--- config.mk ---
export PLATFORM = sky130hd
export DESIGN_NAME = keypad_scanner
export DESIGN_NICKNAME = d
export VERILOG_FILES = /design/src/rtl/keypad_scanner.sv
export SDC_FILE = /design/constraint.sdc
export NUM_CORES = 1
export LEC_CHECK = 0
export ABC_AREA = 1
export CAP_MARGIN = 20
export CORE_MARGIN = 10
export CORE_UTILIZATION = 37
export CTS_BUF_LIST = sky130_fd_sc_hd__clkbuf_4
export DETAILED_ROUTE_END_ITERATION = 12
export SYNTH_ARGS = -nofsm -noshare
export SYNTH_HDL_FRONTEND = slang
export SYNTH_SLANG_ARGS = --single-unit
--- constraint.sdc ---
create_clock -name clk -period 6 [get_ports clk]
set_clock_uncertainty 0.1 [all_clocks]
set_input_delay 1.2 -clock clk [delete_from_list [all_inputs] [get_ports clk]]
set_output_delay 1.2 -clock clk [all_outputs]
set_load 0.02 [all_outputs]
--- src/rtl/keypad_scanner.sv ---
// keypad_scanner: scans a 4x4 active-low key matrix one row per slot,
// assembles a 16-bit frame every four slots, debounces frame results and
// reports one code/valid event per accepted key press.
`timescale 1ns/1ps

module keypad_scanner #(
  parameter int unsigned SCAN_DIV = 2000,  // clocks per row slot, 4..65535
  parameter int unsigned DEBOUNCE = 4      // identical frames to accept, 1..15
) (
  input  logic       clk,
  input  logic       reset,      // asynchronous, active-low
  input  logic [3:0] col,        // active-low columns, asynchronous to clk
  output logic [3:0] row,        // active-low one-cold row drive
  output logic [3:0] key_code,
  output logic       key_valid,
  output logic       key_held
);

  typedef enum logic [1:0] {
    RES_NONE   = 2'd0,
    RES_SINGLE = 2'd1,
    RES_MULTI  = 2'd2
  } res_kind_e;

  typedef struct packed {
    res_kind_e  kind;
    logic [3:0] code;   // meaningful only for RES_SINGLE, zero otherwise
  } frame_res_t;

  typedef enum logic {
    ST_IDLE    = 1'b0,
    ST_PRESSED = 1'b1
  } state_e;

  localparam logic [15:0] DIV_LAST = 16'(SCAN_DIV - 1);
  localparam logic [3:0]  DEB_MAX  = 4'(DEBOUNCE);

  // Synchroniser, prescaler and scan registers
  logic [3:0]  col_s1_q, col_s2_q;
  logic [15:0] div_cnt_q, div_cnt_d;
  logic [1:0]  row_idx_q, row_idx_d;
  logic [3:0]  row_q, row_d;
  logic [15:0] acc_q, acc_d;

  // Debounce and event registers
  frame_res_t  prev_res_q, prev_res_d;
  logic [3:0]  stab_q, stab_d;
  state_e      state_q, state_d;
  logic [3:0]  key_code_q, key_code_d;
  logic        key_valid_q, key_valid_d;
  logic        key_held_q, key_held_d;

  // Combinational helpers
  logic        tick;
  logic        frame_end;
  logic [15:0] frame_bits;
  frame_res_t  cur_res;

  assign tick      = (div_cnt_q == DIV_LAST);
  assign frame_end = tick && (row_idx_q == 2'd3);

  // Two-flop synchroniser for the asynchronous column inputs.
  // NOTE: sequential state uses non-blocking assignments so every flop
  // samples the pre-edge value of its source, giving a true two-stage chain.
  always_ff @(posedge clk or negedge reset) begin
    if (!reset) begin
      col_s1_q <= 4'hF;
      col_s2_q <= 4'hF;
    end else begin
      col_s1_q <= col;
      col_s2_q <= col_s1_q;
    end
  end

  // Prescaler, row sequencing and frame accumulation.
  // NOTE: every output of a combinational block receives a default first, so
  // no path leaves a signal unassigned and no latch is inferred.
  always_comb begin
    div_cnt_d = tick ? 16'd0 : div_cnt_q + 16'd1;
    row_idx_d = row_idx_q;
    row_d     = row_q;
    acc_d     = acc_q;
    // Current row's active-high key bits merged into the partial frame.
    frame_bits = acc_q | ({12'd0, ~col_s2_q} << {row_idx_q, 2'b00});
    if (tick) begin
      row_idx_d = row_idx_q + 2'd1;
      row_d     = ~(4'b0001 << row_idx_d);
      acc_d     = frame_end ? 16'd0 : frame_bits;
    end
  end

  // Classify the completed frame as NONE, SINGLE(code) or MULTI.
  always_comb begin
    cur_res.kind = RES_NONE;
    cur_res.code = 4'd0;
    for (int i = 0; i < 16; i++) begin
      if (frame_bits[i]) begin
        if (cur_res.kind == RES_NONE) begin
          cur_res.kind = RES_SINGLE;
          cur_res.code = 4'(i);
        end else begin
          cur_res.kind = RES_MULTI;
          cur_res.code = 4'd0;
        end
      end
    end
  end

  // Stability counter: counts consecutive identical non-MULTI frame results.
  always_comb begin
    prev_res_d = prev_res_q;
    stab_d     = stab_q;
    if (frame_end) begin
      prev_res_d = cur_res;
      if (cur_res.kind == RES_MULTI) begin
        stab_d = 4'd0;
      end else if (cur_res == prev_res_q) begin
        stab_d = (stab_q >= DEB_MAX) ? DEB_MAX : stab_q + 4'd1;
      end else begin
        stab_d = 4'd1;
      end
    end
  end

  // Press/release state machine, evaluated only when a frame closes.
  always_comb begin
    state_d     = state_q;
    key_code_d  = key_code_q;
    key_valid_d = 1'b0;
    key_held_d  = key_held_q;
    if (frame_end) begin
      unique case (state_q)
        ST_IDLE: begin
          if (cur_res.kind == RES_SINGLE && stab_d == DEB_MAX) begin
            state_d     = ST_PRESSED;
            key_code_d  = cur_res.code;
            key_valid_d = 1'b1;
            key_held_d  = 1'b1;
          end
        end
        ST_PRESSED: begin
          // A different single key or a chord while held is ignored.
          if (cur_res.kind == RES_NONE && stab_d == DEB_MAX) begin
            state_d    = ST_IDLE;
            key_held_d = 1'b0;
          end
        end
        default: state_d = ST_IDLE;
      endcase
    end
  end

  // State register for scan, debounce and event logic.
  always_ff @(posedge clk or negedge reset) begin
    if (!reset) begin
      div_cnt_q   <= 16'd0;
      row_idx_q   <= 2'd0;
      row_q       <= 4'b1110;
      acc_q       <= 16'd0;
      prev_res_q  <= '{kind: RES_NONE, code: 4'd0};
      stab_q      <= 4'd0;
      state_q     <= ST_IDLE;
      key_code_q  <= 4'd0;
      key_valid_q <= 1'b0;
      key_held_q  <= 1'b0;
    end else begin
      div_cnt_q   <= div_cnt_d;
      row_idx_q   <= row_idx_d;
      row_q       <= row_d;
      acc_q       <= acc_d;
      prev_res_q  <= prev_res_d;
      stab_q      <= stab_d;
      state_q     <= state_d;
      key_code_q  <= key_code_d;
      key_valid_q <= key_valid_d;
      key_held_q  <= key_held_d;
    end
  end

  assign row       = row_q;
  assign key_code  = key_code_q;
  assign key_valid = key_valid_q;
  assign key_held  = key_held_q;

endmodule
* After elaboration in Yosys (flattened, before gate mapping)
Cells that the tools add are included.
** Storage, ports and cells
- Input port bits :: 6
- Logic and storage cells :: 97
- Register bits after elaboration :: 63
- Output and inout port bits :: 10
** Cells by class
- Equality and inequality tests :: 8
- Multiplexer cells :: 45
- Bitwise operators :: 4
- $add $sub $neg :: 3
- Shift-type cells :: 2
- $lt $le $gt $ge :: 1
- Reductions and logical operators :: 21
** Operators with widths (count)
- $mux W6 :: 30
- $logic_not A2 Y1 :: 16
- $mux W16 :: 2
- $add A16 B1 Y16 const B :: 1
- $eq A16 B11 Y1 const B :: 1
- $mux W4 :: 4
- $or A16 B16 Y16 :: 1
- $shl A4 B4 Y16 :: 1
- $not A4 Y4 :: 2
- $eq A6 B6 Y1 :: 1
- $mux W1 :: 6
- $reduce_and A3 Y1 :: 2
- $mux W5 :: 1
- $add A4 B1 Y4 const B :: 1
- $eq A2 B2 Y1 const B :: 2
- $eq A4 B3 Y1 const B :: 1
- $ge A4 B3 Y1 const B :: 1
- $pmux W1 S2 :: 2
- $shl A1 B2 Y4 const A :: 1
- $logic_and A1 B1 Y1 :: 3
- $add A2 B1 Y2 const B :: 1
- $eq A2 B1 Y1 const B :: 1
- $ne A2 B1 Y1 const B :: 1
- $ne A2 B2 Y1 const B :: 1
- $not A1 Y1 :: 1

* Logic depth before layout (Yosys ltp)
Gate-level depths: netlist of the first run.
- Word-level depth :: 58
- Gate-level depth with buffers :: 36
- Gate-level depth less buffers :: 35

* Worst setup path after synthesis of the first run
No wires, ideal clock.
- Path kind :: reg2reg
- Start :: reg row_idx_q[1]
- End :: reg key_code_q[3], in the netlist key_code[3]
- Setup slack :: 2.033 ns
- Buffers on the path :: 2
- Arrival time :: 3.746 ns
- Data required time :: 5.778 ns
- Cell stages (with the launch flop) :: 32
- Setup time :: 0.122 ns
- Period minus slack after synthesis :: 3.967 ns
- Cells stage by stage :: dfrtp_1 -> inv_2 -> buf_6 -> a31oi_1 -> inv_1 -> ha_1 -> nand3_1 -> nand2_1 -> nand3_2 -> nor2_2 -> nand2_2 -> nor3_2 -> inv_2 -> nand2_1 -> nand4_2 -> nand2_1 -> nand2_1 -> nand2_2 -> nand2_2 -> nand4_4 -> nand2_2 -> buf_6 -> nand3b_1 -> nand2_1 -> nor2_1 -> nand3_1 -> nand2_1 -> nand2_2 -> nor2_4 -> nand3_4 -> nand2_1 -> o21ai_1
** On the way
- Cells in the longest elaborated chain, start to end :: 55
- Elaborated cells on any way between the ends :: 59
- Classes of those cells :: 5 x eq/ne; 1 x shift; 34 x mux; 1 x bitwise; 18 x reduce/logical
** Ends and longest elaborated chain
- start, declared :: RTL line 41 : logic [1:0] row_idx_q, row_idx_d;
- start signal, assigned :: RTL line 168 : row_idx_q <= row_idx_d;
- $shl A4 B4 Y16 :: RTL line 84 : frame_bits = acc_q | ({12'd0, ~col_s2_q} << {row_idx_q, 2'b00});
- $or A16 B16 Y16 :: RTL line 84
- $mux W5 :: RTL line 97 : if (frame_bits[i]) begin
- $logic_not A2 Y1 :: RTL line 98 : if (cur_res.kind == RES_NONE) begin
- $mux W6 :: RTL line 98
- $mux W6 :: RTL line 97
- $logic_not A2 Y1 :: RTL line 98
- $mux W6 :: RTL line 98
- [40 not listed]
- $eq A6 B6 Y1 :: RTL line 117 : end else if (cur_res == prev_res_q) begin
- $mux W4 :: RTL line 117
- $mux W4 :: RTL line 115 : if (cur_res.kind == RES_MULTI) begin
- $mux W4 * :: RTL line 113 : if (frame_end) begin
- net stab_d[0] :: RTL line 47 : logic [3:0] stab_q, stab_d;
- $eq A4 B3 Y1 * :: RTL line 134 : if (cur_res.kind == RES_SINGLE && stab_d == DEB_MAX) begin
- $logic_and A1 B1 Y1 * :: RTL line 134
- $reduce_and A3 Y1 (no line) *
- end signal, assigned :: RTL line 174 : key_code_q <= key_code_d;
- end, declared :: RTL line 49 : logic [3:0] key_code_q, key_code_d;
Mark *: on every way through the listed nets, which the timed path passes. The rest lies on a longest branch.
A chain may end at the register's enable or synchronous reset.

* Worst setup path in the final report of the first run
- Start :: reg row_idx_q[1]
- End :: reg key_code_q[1], in the netlist key_code[1]
Same word-level chain as after synthesis.

==> results.cfg, run 1 <==
[grt]
gr-total-overflow = 0
antenna_found_initial = 0
grt_pass1_wl_mm = 13.4
grt_usage = 0.111
grt_max_degree = 64
first_global_vias = 2958

[power_and_ir_drop]
peakVddDrop_uv = 125
p_per_area_nw_per_um2 = 204
power_w = 0.000820
combPwrFrac = 0.078
seqPwrFrac = 0.525
clkPwrFrac = 0.397
leakagePower_nw = 1.95
switchingPower_w = 0.000193
sw_frac_of_total = 0.235
p_int_w = 0.000627

[placed_design]
dpl_cell_area_um2 = 3870
dpl.hpwl_mm = 5.62
port_buffers = 15
place_congestion = 0.852

[clock_tree]
cts_buffers = 9
post_cts_buffers = 0
cts_root_buf = clkbuf_4
cts-resized-gates = 0
cts_tree = done
cts_hold_buffers = 0
clk_latency_ps = 390
htree_levels = 3
cts_sinks = 63
clockBufferDepth = 2
clkTransAtPathRegs_ps = 120

[finish]
final_common_cell = nand2_1
stdcell_area_um2 = 4030
mostFrequentLayoutCells = 132 x nand2_1, 56 x inv_1, 52 x dfrtp_1
antenna_cells = 0
layout.nets = 503
drive_gt1_frac = 0.114
syn_to_final_growth_pct = 11.9
fin_util = 0.430
fillers = 1006

[flow_run]
max-cap-violations = 0

[routing]
route.detailed.drc = 0
drt_first_pass_iters = 5
wl_mm = 7.53
drtIter0Drc = 111
vias_per_cell = 4.85
vias = 3018
ant_nets = 0
wl_per_cell_um = 12.1

[floorplanning]
start_util = 0.384
core_um2 = 9370
design.die.area_um2 = 14100
row_count = 35
die_h_um = 119
die_width_um = 119
boundaryPins = 16

[timing]
timing.fmax_ghz = 0.218
setup_viol = 0
hold_viol_final = 0
tightest_slew_ps = 800
fin_crit_sh = 0.765
tns_ps = 0
rsz0062_at_grt = no
period_minus_slack_ps = 4590
whs_ps = 261
drv_slew = 0
relSlewSlack = 0.465

[yosys]
synth_cells = 467
synth-edff-count = 0
syn_area_per_cell_um2 = 7.71
yosysSeqAreaShare = 0.442
syn_area_um2 = 3600
ys_async_sr_fraction = 1.00
synth_top_flop_cell = dfrtp_1
yosysWarnings = 0
synth-seq-cells = 63
syn_nets = 482
synth.distinct_cells = 37

[worst_setup_path]
crit_arrival_ps = 4790
slowest_stage = dfrtp_1
cp.required_ps = 6200
criticalPathCategory = flop to flop
crit_top_cell = nand2_1
cp-end-kind = flop
slowest_delay_ps = 550
cp-start-kind = flop
r2r_slack_ps = 1410
crit_fanout = 13

[run_status]
status = complete, no violations

[min_path]
worstHoldPathType = flop to flop
==> synthesized netlist by cell type (7+ instances only) <==
master / instances / area, um^2
a211oi_1: 7 / 52.6
inv_1: 56 / 210
ha_1: 9 / 113
o21ai_0: 22 / 110
nand3_1: 28 / 140
nor2_1: 34 / 128
nand3b_1: 8 / 60.1
nor3_1: 10 / 50.1
dfstp_2: 11 / 289
nand2_2: 7 / 43.8
a21oi_1: 22 / 110
dfrtp_1: 52 / 1300
o21ai_1: 14 / 70.1
nand2_1: 132 / 495
nand4_1: 9 / 56.3
==> path summary, 6_finish.rpt <==
| path | startpoint | to | depth (start not counted) |
|---|---|---|---|
| min in group asynchronous | reset | div_cnt_q[3]$_DFF_PN0_ | 2 |
| max | row_idx_q[1]$_DFFE_PN0N_ | key_code[1]$_DFFE_PN0P_ | 29 |
| max reg2reg | row_idx_q[1]$_DFFE_PN0N_ | key_code[1]$_DFFE_PN0P_ | 29 |
| min reg2reg | col_s1_q[3]$_DFF_PN1_ | col_s2_q[3]$_DFF_PN1_ | 0 |
| max in group asynchronous | reset | acc_q[5]$_DFFE_PN0N_ | 2 |
| min | col_s1_q[3]$_DFF_PN1_ | col_s2_q[3]$_DFF_PN1_ | 0 |
==> state kept, by name, summed over array words and instances (netlist names) <==
name and count:
acc_q 16, div_cnt_q 16, prev_res_q 6, col_s1_q 4, col_s2_q 4, key_code 4, row 4, stab_q 4
row_idx_q 2, key_held 1, key_valid 1, state_q 1
==> logic make-up (layout without fill, tap and decap cells) <==
family	after synthesis	count (layout)	share of synthesized area
AOI/OAI and AO/OA	75	75	0.118
buffers and inverters	69	95	0.0772
DFF	63	63	0.442
xor gates and xnor gates	6	6	0.0146
and+or+nand+nor	245	245	0.317
adders and majority gates	9	9	0.0313
==> critical path: cells and delay by family (launching register included) <==
family / cells / cell delay (ps)
flip-flops: 1 / 550
buffers and inverters: 4 / 420
adder cells (fa/ha/maj): 1 / 310
AO/OA/AOI/OAI: 4 / 910
AND/OR/NAND/NOR: 20 / 2230
==> final cells by class <==
cell class                 count  area (um^2)  area share
clock buffer                  11         82.6      0.0205
multi-input combinational    335         1730       0.430
sequential                    63         1590       0.395
tap                          129          161      0.0401
timing repair buffer          16          153      0.0379
clock inverter                 5         73.8      0.0183
inverter                      63          236      0.0587
==> power by group through the flow <==
stage	sequential [W]	clock [W]	combinational (W)
after global placement	0.000438	0	0.0000635
after CTS	0.000431	0.000339	0.0000645
after global routing	0.000431	0.000360	0.0000740
final	0.000430	0.000326	0.0000635
after floorplan	0.000438	0	0.0000434
after detailed placement	0.000439	0	0.0000641
==> per-layer routing <==
| layer | up-vias | part of all wire | global-route usage |
|---|---|---|---|
| met1 | 1387 | 0.49 | 0.142 |
| met2 | 51 | 0.45 | 0.179 |
| met3 | 14 | 0.036 | 0.0286 |
| met5 | - | 0 | 0 |
| met4 | 0 | 0.019 | 0.0382 |
| li1 | 1566 | - | - |
==> per-stage QoR <==
| stage | setup slack, ps | cells |
|---|---|---|
| detailed placement | 1420 | 606 |
| CTS | 1420 | 622 |
| global route | 738 | 622 |
| floorplan | 2030 | 467 |
| finish | 1410 | 622 |
| global placement | 1550 | 606 |
Note: power is estimated with default switching activity, not from simulation.
==> run 2, diff against run 1 <==
==> constraint.sdc (replaced) <==
create_clock -name clk -period 3.9 [get_ports clk]
set_clock_uncertainty 0.1 [all_clocks]
set_input_delay 0.78 -clock clk [delete_from_list [all_inputs] [get_ports clk]]
set_output_delay 0.78 -clock clk [all_outputs]
set_load 0.02 [all_outputs]
==> results.cfg, run 2 (same netlist as run 1, synthesis figures left out) <==
[worst_setup_path]
slowest_stage = dfrtp_2
crit_arrival_ps = 4310
crit_fanout = 5
slowest_delay_ps = 450
cp.required_ps = 4110
cp-end-kind = flop
crit_top_cell = nand2_2
r2r_slack_ps = -200
cp-start-kind = flop
ff2ff_path_depth = 29
cp-startpoint = row_idx_q[1]$_DFFE_PN0N_
timing.rr.start = row_idx_q[1]$_DFFE_PN0N_
criticalPathCategory = flop to flop

[timing]
drv_slew = 0
hold_viol_final = 0
period_minus_slack_ps = 4100
relSlewSlack = 0.411
rsz0062_at_grt = yes
tightest_slew_ps = 874
timing.fmax_ghz = 0.244
worst_slack_ps = -200
whs_ps = 237
setup_viol = 8
fin_crit_sh = 1.05

[floorplanning]
boundaryPins = 16
start_util = 0.384
design.die.area_um2 = 14100
die_h_um = 119
die_width_um = 119
row_count = 35
core_um2 = 9370

[grt]
grt_use_met3 = 0.0343
grt_util_met2 = 0.225
first_global_vias = 3384
gr-total-overflow = 0
antenna_found_initial = 0
met1_usage = 0.147
grt_pass1_wl_mm = 15.3
busiest_layer = met2
grt_usage = 0.128
grt_max_degree = 40

[clock_tree]
clk_latency_ps = 420
cts_sinks = 63
cts_tree = done
clkTransAtPathRegs_ps = 110
cts_buffers = 9
clockBufferDepth = 2
htree_levels = 3
cts_hold_buffers = 0
cts_root_buf = clkbuf_4

[finish]
final_common_cell = nand2_1
drive_gt1_frac = 0.330
syn_to_final_growth_pct = 35.2
layout.nets = 556
mostFrequentLayoutCells = 102 x nand2_1, 51 x dfrtp_1, 49 x inv_1
reg.largest.list = acc_q x16, div_cnt_q x16, prev_res_q x6
multi_input_area_um2 = 2150
antenna_cells = 0
fillers = 921
seqCellArea_um2 = 1590
instances_no_fill = 675

[routing]
wl_per_cell_um = 13.5
route.detailed.drc = 0
ant_nets = 0
vias = 3341
drtIter0Drc = 194
drt_first_pass_iters = 4
wl_mm = 9.08
vias_per_cell = 4.95

[power_and_ir_drop]
p_per_area_nw_per_um2 = 280
power_w = 0.00136
peakVddDrop_uv = 217
leakagePower_nw = 2.29

[placed_design]
dp.cells = 639
dpl.hpwl_mm = 5.99
place_congestion = 0.859
port_buffers = 15

[flow_run]
max-cap-violations = 0

[min_path]
worstHoldPathType = input pin to async pin

[run_status]
violations = negative setup slack
status = complete, but fails checks
==> run 2: cell types whose count changed in the layout (fill, tap and decap cells not counted), sizes merged <==
cell,delta
buf,+51
nand3,+1
clkbuf,+1
nand2,+1
clkinv,-2
inv,+1
==> run 2: power breakdown <==
group | total [W] | switching [W] | internal [W] | leakage, nW
clock | 0.000520 | 0.000239 | 0.000280 | 0.0913
sequential | 0.000663 | 0.00000222 | 0.000661 | 0.826
combinational | 0.000177 | 0.000102 | 0.0000751 | 1.38
==> run 2: metrics by stage <==
step / instance area, um^2 / setup TNS, ps / setup WS (ps) / util
finish: 4860 / -1170 / -200 / 0.519
global route: 4860 / -3810 / -513 / 0.519
floorplan: 3610 / 0 / 23.7 / -
detailed placement: 4130 / -1370 / -229 / 0.440
CTS: 4560 / -380 / -87.6 / 0.487
global placement: 4130 / -779 / -134 / 0.440
==> run 2: final timing paths <==
path,to
max,key_code[2]$_DFFE_PN0P_
min,div_cnt_q[15]$_DFF_PN0_
max reg2reg,key_code[2]$_DFFE_PN0P_
min reg2reg,col_s2_q[3]$_DFF_PN1_
max in group asynchronous,acc_q[6]$_DFFE_PN0N_
min in group clk,col_s2_q[3]$_DFF_PN1_
==> run 2: timing repair <==
action	4_1_cts	5_1_grt
pin swaps	28	45
cloned	2	0
endpoints found under the setup margin	7	11
gates resized for setup	48	60
setup buffers	10	8
==> run 2: cell type report <==
cell class / instances / share of cell area
Multi-Input combinational cell: 337 / 0.443
Sequential cell: 63 / 0.327
Timing Repair Buffer: 67 / 0.114
Inverter: 63 / 0.0502
Tap cell: 129 / 0.0332
Clock buffer: 12 / 0.0185
Clock inverter: 4 / 0.0144
==> run 2: critical path, delay by kind of cell, from the launching register on <==
kind                       cells  cell delay [ps]
adders and majority gates      1              270
and+or+nand+nor               22             2350
DFF                            1              450
AOI/OAI and AO/OA              3              530
buffers and inverters          3              300
==> run 2: layer usage <==
| metal | share of wire | routed length [um] |
|---|---|---|
| met5 | 0 | 0 |
| met2 | 0.51 | 4660 |
| met1 | 0.44 | 3980 |
| met4 | 0.018 | 163 |
| met3 | 0.030 | 270 |
==> run 3, diff against run 2 <==
--- a/config.mk
+++ b/config.mk
@@ -11,6 +11,7 @@
 export CORE_UTILIZATION = 37
 export CTS_BUF_LIST = sky130_fd_sc_hd__clkbuf_4
 export DETAILED_ROUTE_END_ITERATION = 12
+export GPL_ROUTABILITY_DRIVEN = 0
 export SYNTH_ARGS = -nofsm -noshare
 export SYNTH_HDL_FRONTEND = slang
 export SYNTH_SLANG_ARGS = --single-unit
==> results of run 3 <==
Same layout as run 2: the final DEF is identical, and so are final timing and power.
==> edit: new RTL, flow settings as in run 2 <==
Register the input `col` before use, cleared by the reset. The logic sees it one clock later.
--- a/src/rtl/keypad_scanner.sv
+++ b/src/rtl/keypad_scanner.sv
@@ -35,6 +35,16 @@
   localparam logic [15:0] DIV_LAST = 16'(SCAN_DIV - 1);
   localparam logic [3:0]  DEB_MAX  = 4'(DEBOUNCE);
 
+  logic [3:0] col_q;
+
+  always_ff @(posedge clk or negedge reset) begin
+    if (!reset) begin
+      col_q <= '0;
+    end else begin
+      col_q <= col;
+    end
+  end
+
   // Synchroniser, prescaler and scan registers
   logic [3:0]  col_s1_q, col_s2_q;
   logic [15:0] div_cnt_q, div_cnt_d;
@@ -67,7 +77,7 @@
       col_s1_q <= 4'hF;
       col_s2_q <= 4'hF;
     end else begin
-      col_s1_q <= col;
+      col_s1_q <= col_q;
       col_s2_q <= col_s1_q;
     end
   end
Behaviour: no difference found for any inputs over 10 cycles, from zero or initial values and one cycle with reset low; that may be too few to reach the edited logic, so the function may still have changed.
==> edit against run 2 <==
- largest power group unchanged
- sequential cell count is 4 higher
- worst setup slack worse by 65 ps
- critical endpoint unchanged
- area after synthesis increased by 6.3%
- critical path depth increased by 3
- total power increased by 2.3%
- maximum frequency is 1.6% lower
- the flow still finishes with violations (setup timing)
- design area is 2.8% higher
- clock power rose by 1%
- wire length rose by 9.4%
==> edit: results (changes against run 2) <==
stage	metric	value	unit	change
final_layout	Final #Nets	580		was 556
global_routing	initial antenna violation count	1		was 0
global_routing	GRT met2 Usage	0.214		was 0.225
placement	Place WS	-230	ps	was -229 ps
global_routing	first-pass GRT wire length	15800	um	was 15300 um
outcome	failing checks	setup timing		unchanged
worst_setup_path	worst reg2reg endpoint	key_code[2]		unchanged
placement	Final GP Congestion	0.868		was 0.859
worst_setup_path	slack of the worst reg-to-reg path	-270	ps	was -200 ps
routing	DR WL/cell	14.0	um	was 13.5 um
logic_synthesis	Post-Synth Adder-Cell Area	0.0294		was 0.0313
power	Lkg Pwr	0.00243	uW	was 0.00229 uW
logic_synthesis	Syn Nets	503		was 482
sta	Final setup viols	8		unchanged
sta	slew margin rel.	0.505		was 0.411
global_routing	met1 GRT Util	0.165		was 0.147
logic_synthesis	Synth Area in XOR/XNOR	0.0137		was 0.0146
logic_synthesis	Synth top cells by count	nand2_1, inv_1, dfrtp_1		unchanged
logic_synthesis	top-area cell type share of the netlist area	0.366		was 0.362
worst_setup_path	Worst R2R Start	row_idx_q[0]		was row_idx_q[1]
global_routing	GRT Total Usage	0.132		was 0.128
routing	routed length on met1	4430	um	was 3980 um
placement	placed instance area	4350	um2	was 4130 um2
final_layout	fraction of layout cells with a size suffix above 1	0.305		was 0.330
placement	post-DP HPWL	6480	um	was 5990 um
worst_setup_path	R2R depth	32		was 29
routing	router iterations before antenna repair	5		was 4
worst_setup_path	Largest stage delay, worst path	430	ps	was 450 ps
global_routing	vias in the first global route	3358		was 3384
worst_setup_path	Worst path slowest cell	dfrtp_1		was dfrtp_2
sta	worst setup margin	-265	ps	was -200 ps
power	peak supply drop	0.000175	V	was 0.000217 V
logic_synthesis	sequential fraction of the synthesis area	0.442		about the same
outcome	status	finished, violations left		unchanged
sta	post-route setup TNS	-1850	ps	was -1170 ps
routing	met3 wire length	469	um	was 270 um
worst_setup_path	Critical Path AT	4380	ps	was 4310 ps
## edit: where the power goes
part	switching (uW)	internal (uW)	total (uW)
logic	95.7	61.7	157
clock network	253	272	526
registers	3.10	704	707
total	352	1040	1390
## edit: cell type report
class | count | area, um2
Inverter | 76 | 287
Timing Repair Buffer | 69 | 562
Antenna cell | 1 | 2.50
Multi-Input combinational cell | 342 | 2120
Clock inverter | 5 | 77.6
Tap cell | 136 | 170
Clock buffer | 11 | 82.6
Sequential cell | 67 | 1690
Fill cell | 969 | 5190
## edit: through the flow
| stage | total power (uW) | cells | hold WS [ps] |
|---|---|---|---|
| final | 1390 | 707 | 240 |
| after global routing | 1460 | 707 | 242 |
| after CTS | 1390 | 694 | 233 |
| after detailed placement | 835 | 667 | 240 |
| after global placement | 833 | 667 | 238 |
| after floorplan | 790 | 488 | 233 |
## edit: repair_timing
action | CTS | global route
endpoints found under the setup margin | 9 | 11
gates cloned | 1 | 1
pin swaps | 34 | 35
gates resized for setup | 28 | 48
setup buffers | 10 | 11
